$ cat src/rtl/demux1t4_32_stream_pkg.sv
// Shared definitions for the 1-to-4 word stream distributor.
// Channel select encodings, default widths and the select decoder.
package demux1t4_32_stream_pkg;

    localparam int W_DEF     = 32;
    localparam int CNT_W_DEF = 16;
    localparam int NCH       = 4;

    typedef enum logic [1:0] {
        CH0 = 2'b00,
        CH1 = 2'b01,
        CH2 = 2'b10,
        CH3 = 2'b11
    } ch_e;

    function automatic logic [NCH-1:0] ch_onehot(
        input logic [1:0] s
    );
        logic [NCH-1:0] oh;
        oh = '0;
        unique case (ch_e'(s))
            CH0: oh = 4'b0001;
            CH1: oh = 4'b0010;
            CH2: oh = 4'b0100;
            CH3: oh = 4'b1000;
            default: oh = '0;
        endcase
        return oh;
    endfunction

endpackage

$ cat src/rtl/demux1t4_32_stream_slot.sv
// One output channel: word register, valid flag and delivered-word counter.
// A drain and a load on the same edge replace the word with no bubble.
module demux_slot #(
    parameter int W     = 32,
    parameter int CNT_W = 16
) (
    input  logic             clk,
    input  logic             rst_n,
    input  logic             load,
    input  logic [W-1:0]     din,
    output logic             valid,
    input  logic             ready,
    output logic [W-1:0]     dout,
    output logic [CNT_W-1:0] cnt
);

    logic             valid_q;
    logic             valid_d;
    logic [W-1:0]     data_q;
    logic [W-1:0]     data_d;
    logic [CNT_W-1:0] cnt_q;
    logic [CNT_W-1:0] cnt_d;
    logic             drain;

    assign drain = valid_q & ready;

    always_comb begin
        valid_d = valid_q;
        data_d  = data_q;
        cnt_d   = cnt_q;
        if (drain) begin
            valid_d = 1'b0;
            cnt_d   = cnt_q + CNT_W'(1);
        end
        // A load wins over the drain of the previous word.
        if (load) begin
            valid_d = 1'b1;
            data_d  = din;
        end
    end

    always_ff @(posedge clk or negedge rst_n) begin
        if (!rst_n) begin
            valid_q <= 1'b0;
            data_q  <= '0;
            cnt_q   <= '0;
        end else begin
            valid_q <= valid_d;
            data_q  <= data_d;
            cnt_q   <= cnt_d;
        end
    end

    assign valid = valid_q;
    assign dout  = data_q;
    assign cnt   = cnt_q;

endmodule

$ cat src/rtl/demux1t4_32_stream.sv
// Registered 1-to-4 stream distributor for 32-bit words.
// Each channel buffers one word, so a stalled consumer only blocks its own channel.
module demux1t4_32_stream
    import demux1t4_32_stream_pkg::*;
#(
    parameter int W     = W_DEF,
    parameter int CNT_W = CNT_W_DEF
) (
    input  logic             clk,
    input  logic             rst_n,
    input  logic [W-1:0]     in_data,
    input  logic [1:0]       in_s,
    input  logic             in_valid,
    output logic             in_ready,
    output logic [W-1:0]     o0,
    output logic [W-1:0]     o1,
    output logic [W-1:0]     o2,
    output logic [W-1:0]     o3,
    output logic [3:0]       o_valid,
    input  logic [3:0]       o_ready,
    output logic [CNT_W-1:0] cnt0,
    output logic [CNT_W-1:0] cnt1,
    output logic [CNT_W-1:0] cnt2,
    output logic [CNT_W-1:0] cnt3
);

    logic [NCH-1:0] sel_oh;
    logic [NCH-1:0] load;
    logic [W-1:0]   dout [NCH];
    logic [CNT_W-1:0] cnt [NCH];
    logic           accept;

    assign sel_oh   = ch_onehot(in_s);
    assign in_ready = ~o_valid[in_s] | o_ready[in_s];
    assign accept   = in_valid & in_ready;
    assign load     = accept ? sel_oh : '0;

    for (genvar k = 0; k < NCH; k++) begin : g_slot
        demux_slot #(
            .W     (W),
            .CNT_W (CNT_W)
        ) u_slot (
            .clk   (clk),
            .rst_n (rst_n),
            .load  (load[k]),
            .din   (in_data),
            .valid (o_valid[k]),
            .ready (o_ready[k]),
            .dout  (dout[k]),
            .cnt   (cnt[k])
        );
    end

    assign o0   = dout[0];
    assign o1   = dout[1];
    assign o2   = dout[2];
    assign o3   = dout[3];
    assign cnt0 = cnt[0];
    assign cnt1 = cnt[1];
    assign cnt2 = cnt[2];
    assign cnt3 = cnt[3];

endmodule

$ cat config.mk
export PLATFORM = sky130hd
export DESIGN_NAME = demux1t4_32_stream
export DESIGN_NICKNAME = d
export VERILOG_FILES = /design/src/rtl/demux1t4_32_stream_pkg.sv /design/src/rtl/demux1t4_32_stream_slot.sv /design/src/rtl/demux1t4_32_stream.sv
export SDC_FILE = /design/constraint.sdc
export NUM_CORES = 1
export LEC_CHECK = 0
export BUFFER_PORTS_ARGS = -buffer_cell sky130_fd_sc_hd__buf_2
export CORE_MARGIN = 3
export CORE_UTILIZATION = 51
export DETAILED_ROUTE_END_ITERATION = 8
export GPL_TIMING_DRIVEN = 0
export PLACE_DENSITY = 0.79
export SLEW_MARGIN = 20
export SYNTH_ARGS = -nofsm -noshare
export SYNTH_HDL_FRONTEND = slang
export SYNTH_SLANG_ARGS = --single-unit
$ cat constraint.sdc
create_clock -name clk -period 1.8 [get_ports clk]
set_input_delay 0 -clock clk [delete_from_list [all_inputs] [get_ports clk]]
set_output_delay 0 -clock clk [all_outputs]
set_load 0.01 [all_outputs]
==> results.json, run 1 <==
{
  "cts_buffers": 17,
  "crit_buf_inv": 1,
  "leakagePower_nw": 5.16,
  "ir_drop_uv": 1130,
  "worst_slew_pin_slew_ps": 716,
  "share_seq_of_total_power_pct": 47.2,
  "swShare_pct": 28.8,
  "postCtsSetupBuffers": 0,
  "core.rowCount": 44,
  "drt_first_pass_iters": 6,
  "run_status": "finished clean",
  "start_util_pct": 53.1,
  "wl_mm": 18.6,
  "syn_inst": 533,
  "fill_cells": 1026,
  "area_growth_pct": 31.3,
  "clock-sinks": 196,
  "synth_compound_area_share_pct": 0.0636,
  "p_per_area_nw_per_um2": 1200,
  "multiInputGateArea_um2": 2770,
  "antenna_found_initial": 0,
  "synth_edf_count": 0,
  "synth_top_family_by_area": "multiplexers",
  "detail-route-antenna-nets": 0,
  "cpPeakStageDelay_ps": 420,
  "timing.final.crit_share_pct": 93.3,
  "cts_resized": 0,
  "htree_levels": 4,
  "rsz0062_at_grt": "false",
  "num_vias": 5353,
  "cts.path.max_buffers": 2,
  "drive_above_1_share_pct": 50.2,
  "synth_fa_ha_area_share_pct": 0.636,
  "overflow": 0,
  "p_switching_w": 0.00356,
  "slowest_stage": "dfrtp_1",
  "ys_seq_area_share_pct": 62.4,
  "path_max_fanout": 10,
  "clkLatencyLatePin_ps": 420,
  "drv_cap": 0,
  "cts-root-buf": "clkbuf_16",
  "synth.mux.area_fraction_pct": 19.6,
  "layout_common_cells": "239 x buf_2, 196 x dfrtp_1, 121 x mux2_2",
  "hp-class": "input port to async pin",
  "cp.required_ps": 2100,
  "synthFlopType": "dfrtp_1",
  "hold_viol": 0,
  "synth_area_per_cell_um2": 14.8,
  "finalNonFillerCells": 1026,
  "via_per_inst": 5.22,
  "dp_hpwl_mm": 13.0,
  "slew_headroom_pct": 52.3,
  "hold_buffers": 41,
  "dpl-instance-area_um2": 9320,
  "dp.cells": 955,
  "fp.dieW_um": 130,
  "drt-initial-drc-count": 200,
  "ff_latch_area_um2": 4900,
  "die_area_um2": 16900,
  "period_minus_slack_ps": 1680,
  "synth_area_leaders": "dfrtp_1 62%, mux2_2 17%, xnor2_1 3.8%",
  "gp_congestion": 0.822,
  "synth_simple_gate_area_share_pct": 8.30,
  "core_um2": 14800,
  "first_global_vias": 5704,
  "p_clk_share_pct": 31.3,
  "syn_area_um2": 7870,
  "yosysWarnings": 0,
  "fmax_mhz": 595,
  "grt_pass1_wl_mm": 29.4,
  "combPwrFrac_pct": 21.5,
  "tns_ps": 0,
  "stdcell_area_um2": 10300,
  "wire_per_inst_um": 18.1,
  "synthDistinctLibCells": 29,
  "portBuffers": 237,
  "clk_pin_slew_worst_paths_ps": 70,
  "end_kind": "flip-flop",
  "finalMaxSlewViolations": 0,
  "synth_largest_area_cell": "dfrtp_1",
  "cp-start-kind": "flip-flop",
  "arrival_ps": 1980,
  "nets": 876,
  "final_common_cell": "buf_2",
  "die_h_um": 130,
  "syn-num-nets": 578,
  "path_class": "flip-flop to flip-flop",
  "synthXorXnorAreaFrac_pct": 6.68,
  "cp_top_family": "simple AND/OR/NAND/NOR gates",
  "skew_ps": 7.72,
  "grt_usage_pct": 22.3,
  "ios": 238,
  "ys_async_sr_fraction_pct": 100,
  "worstPathCellList": "nand2b_1 > nor3b_4 > buf_6 > mux2_2",
  "synth_top_area_share_pct": 62.4,
  "drc": 0,
  "num_antenna_cells": 0,
  "ys_ff_latch": 196,
  "grt_max_degree": 102,
  "setup_viol": 0,
  "cts_tree": "yes",
  "intPower_w": 0.00880
}
-- layer usage --
layer	global-route usage [%]	wire length, um
met5	0	0
met4	7.03	325
met3	8.64	1430
met2	37.9	9400
met1	26.1	7460
-- per-stage QoR --
step	hold slack, ps	setup slack [ps]	util [%]	power [W]
floorplan	-296	371	-	0.00715
global placement	253	-2130	62.7	0.00836
detailed placement	63.2	105	62.9	0.00850
CTS	197	79.7	69.7	0.0125
global route	214	20.9	69.7	0.0129
finish	160	120	69.7	0.0124
-- power by group through the flow --
stage | Sequential (W) | Combinational [W] | Clock [W]
floorplan | 0.00622 | 0.000933 | 0
global placement | 0.00584 | 0.00252 | 0
detailed placement | 0.00589 | 0.00261 | 0
CTS | 0.00583 | 0.00269 | 0.00395
global route | 0.00594 | 0.00289 | 0.00412
finish | 0.00584 | 0.00266 | 0.00387
-- cells in the mapped netlist, types with 2 or more instances --
cell type and number:
and3_1 9, and4_1 2, buf_2 3, buf_4 5
buf_6 10, dfrtp_1 196, ha_1 4, inv_1 6
mux2_1 3, mux2_2 121, mux2_4 8, nand2_1 30
nand2b_1 4, nand3_1 23, nand4_1 9, nand4_4 2
nor2_1 20, nor3_1 5, nor3_2 3, nor4_1 2
nor4_4 2, xnor2_1 34, xor2_1 26
-- cells by family after synthesis --
logic type	count (synthesis)
adders and majority gates	4
and+or+nand+nor	115
xor gates and xnor gates	60
buffers and inverters	24
AOI/OAI and AO/OA	1
DFF	196
muxes	133
-- layout make-up --
type	instances	area share, %
multi-input combinational	313	26.9
clock inverter	10	1.44
sequential	196	47.5
buffer	18	1.60
timing repair buffer	279	15.8
clock buffer	20	4.33
inverter	6	0.218
tap	184	2.23
-- final timing paths --
kind                                                            from                                     to  slack (ps)  depth (start not counted)
worst max-delay path              g_slot[2].u_slot.valid$_DFFE_PN0P_  g_slot[2].u_slot.dout[26]$_DFFE_PN0P_         120                          4
worst min-delay path                                           rst_n   g_slot[0].u_slot.cnt[14]$_DFFE_PN0P_         160                          2
worst max register to register    g_slot[2].u_slot.valid$_DFFE_PN0P_  g_slot[2].u_slot.dout[26]$_DFFE_PN0P_         120                          4
worst min register to register  g_slot[0].u_slot.cnt[15]$_DFFE_PN0P_   g_slot[0].u_slot.cnt[15]$_DFFE_PN0P_         470                          1
max in group asynchronous                                      rst_n   g_slot[2].u_slot.dout[0]$_DFFE_PN0P_         730                          3
min in group clk                                         in_data[16]  g_slot[0].u_slot.dout[16]$_DFFE_PN0P_         380                          3
-- sequential cells by signal (all words and copies together) (netlist names) --
signal	cells
g_slot.u_slot.cnt	64
g_slot.u_slot.dout	128
g_slot.u_slot.valid	4
(Power assumes the default switching activity.)
==> inputs of run 2 (changes only) <==
--- a/config.mk
+++ b/config.mk
@@ -13,2 +13,3 @@
 export PLACE_DENSITY = 0.79
+export SKIP_LAST_GASP = 1
 export SLEW_MARGIN = 20
--- a/constraint.sdc
+++ b/constraint.sdc
@@ -3,2 +3,2 @@
 set_output_delay 0 -clock clk [all_outputs]
-set_load 0.01 [all_outputs]
+set_load 0.1 [all_outputs]
==> run 2 against run 1 <==
Non-clock buffer count is 1 lower. Clock skew is 1.3 ps higher. Critical path depth is 1 lower. Cell count is 0.29% higher. Combinational power grew to 3.2 times the previous value. Hold slack worse by 5.0 ps. Worst setup slack worse by 31 ps. Sequential cell count stayed put. Register-to-register slack hardly changed. Largest power group is now combinational cells. Highest routed layer unchanged.
==> results.json, run 2 (synthesis gave the netlist of run 1 again) <==
{
  "via_per_inst": 5.15,
  "largest_reg_flops": 128,
  "die_area_um2": 16900,
  "drt-initial-drc-count": 189,
  "core_um2": 14800,
  "layout_common_cells": "238 x buf_2, 153 x dfrtp_1, 121 x mux2_2",
  "ir_drop_uv": 1290,
  "slew_headroom_pct": 54.9,
  "reg2reg_depth": 4,
  "ios": 238,
  "setup_viol": 0,
  "postCtsSetupBuffers": 0,
  "finalNonFillerCells": 1029,
  "cp-start-kind": "flip-flop",
  "die_h_um": 130,
  "clock-sinks": 196,
  "dp_hpwl_mm": 12.8,
  "fill_cells": 1028,
  "period_minus_slack_ps": 1710,
  "path_class": "flip-flop to output port",
  "end_kind": "output port",
  "reg2reg_from": "g_slot[2].u_slot.valid$_DFFE_PN0P_",
  "ff2ff_setup_slack_ps": 130,
  "clk_pin_slew_worst_paths_ps": 70,
  "grt_pass1_wl_mm": 29.4,
  "path_max_fanout": 4,
  "setup_ws_ps": 89.6,
  "nets": 875,
  "start_util_pct": 53.1,
  "clkLatencyLatePin_ps": 420,
  "cts_tree": "yes",
  "timing.final.crit_share_pct": 95.0,
  "cp.required_ps": 1800,
  "stdcell_area_um2": 10300,
  "portBuffers": 237,
  "drive_above_1_share_pct": 55.6,
  "skew_ps": 8.99,
  "fmax_mhz": 585,
  "rsz0062_at_grt": "false",
  "hold_viol": 0,
  "grt_max_degree": 105,
  "wire_per_inst_um": 18.0,
  "dpl-instance-area_um2": 9380,
  "detail-route-antenna-nets": 0,
  "area_growth_pct": 31.6,
  "drt_first_pass_iters": 5,
  "cts-root-buf": "clkbuf_16",
  "drv_cap": 0,
  "run_status": "finished clean",
  "timing.rr.end": "g_slot[2].u_slot.dout[17]$_DFFE_PN0P_",
  "post-route-util_pct": 69.9,
  "num_vias": 5299,
  "leakagePower_nw": 5.09,
  "core.rowCount": 44,
  "cts_buffers": 17,
  "wl_mm": 18.5,
  "cts.path.max_buffers": 2,
  "antenna_found_initial": 1,
  "dp.cells": 955,
  "worst_slew_pin_slew_ps": 676,
  "htree_levels": 4,
  "place_ws_ps": 130,
  "final_common_cell": "buf_2",
  "gp_congestion": 0.809,
  "first_global_vias": 5701,
  "drc": 0,
  "arrival_ps": 1710,
  "holdWs_ps": 155,
  "fp.dieW_um": 130,
  "grt_usage_pct": 22.2,
  "hp-class": "input port to async pin",
  "p_per_area_nw_per_um2": 1730,
  "finalMaxSlewViolations": 0,
  "overflow": 0
}
-- run 2: area by class of cell --
| cell class | count | area (um^2) | share of cell area [%] |
|---|---|---|---|
| Buffer | 18 | 165 | 1.60 |
| Inverter | 6 | 22.5 | 0.218 |
| Clock inverter | 13 | 124 | 1.20 |
| Antenna cell | 2 | 5.00 | 0.0484 |
| Tap cell | 184 | 230 | 2.22 |
| Multi-Input combinational cell | 313 | 2780 | 26.9 |
| Timing Repair Buffer | 278 | 1630 | 15.7 |
| Clock buffer | 19 | 433 | 4.18 |
| Sequential cell | 196 | 4960 | 48.0 |
-- run 2: timing repair --
| item | CTS | global route |
|---|---|---|
| setup endpoints to repair | 1 | 3 |
| endpoints found under the hold margin | 230 | 0 |
| gates resized for setup | 1 | 2 |
| hold buffers | 40 | 0 |
-- run 2: worst max path at each step --
stage / start / end / cells after the start
after floorplan: g_slot[2].u_slot.cnt[0]$_DFFE_PN0P_ / g_slot[2].u_slot.cnt[12]$_DFFE_PN0P_ / 5
after global placement: rst_n / g_slot[1].u_slot.cnt[0]$_DFFE_PN0P_ / 1
after detailed placement: g_slot[2].u_slot.valid$_DFFE_PN0P_ / g_slot[2].u_slot.dout[27]$_DFFE_PN0P_ / 4
after CTS: g_slot[1].u_slot.valid$_DFFE_PN0P_ / in_ready / 3
after global routing: g_slot[0].u_slot.valid$_DFFE_PN0P_ / in_ready / 3
final: g_slot[0].u_slot.valid$_DFFE_PN0P_ / in_ready / 3
-- run 2: critical path, cell delays in order (launching register included) --
cell and delay (ps):
dfrtp_1 410, nand2b_1 140, mux4_2 490, buf_4 250
-- run 2: per-layer routing --
metal	wire (um)	GRT usage, %
met1	7530	27.4
met2	9510	37.7
met3	1220	7.20
met4	217	6.48
met5	0	0
-- run 2: per-stage QoR --
step           total power (W)  TNS (ps)
6_report                0.0179         0
3_3_place_gp            0.0142   -431090
2_1_floorplan           0.0129     -29.1
5_1_grt                 0.0185         0
3_5_place_dp            0.0143         0
4_1_cts                 0.0180         0
-- run 2: where the power goes --
part | internal (W) | switching [W] | total, W
Sequential | 0.00527 | 0.000629 | 0.00590
Clock | 0.00194 | 0.00167 | 0.00361
Combinational | 0.00135 | 0.00707 | 0.00842
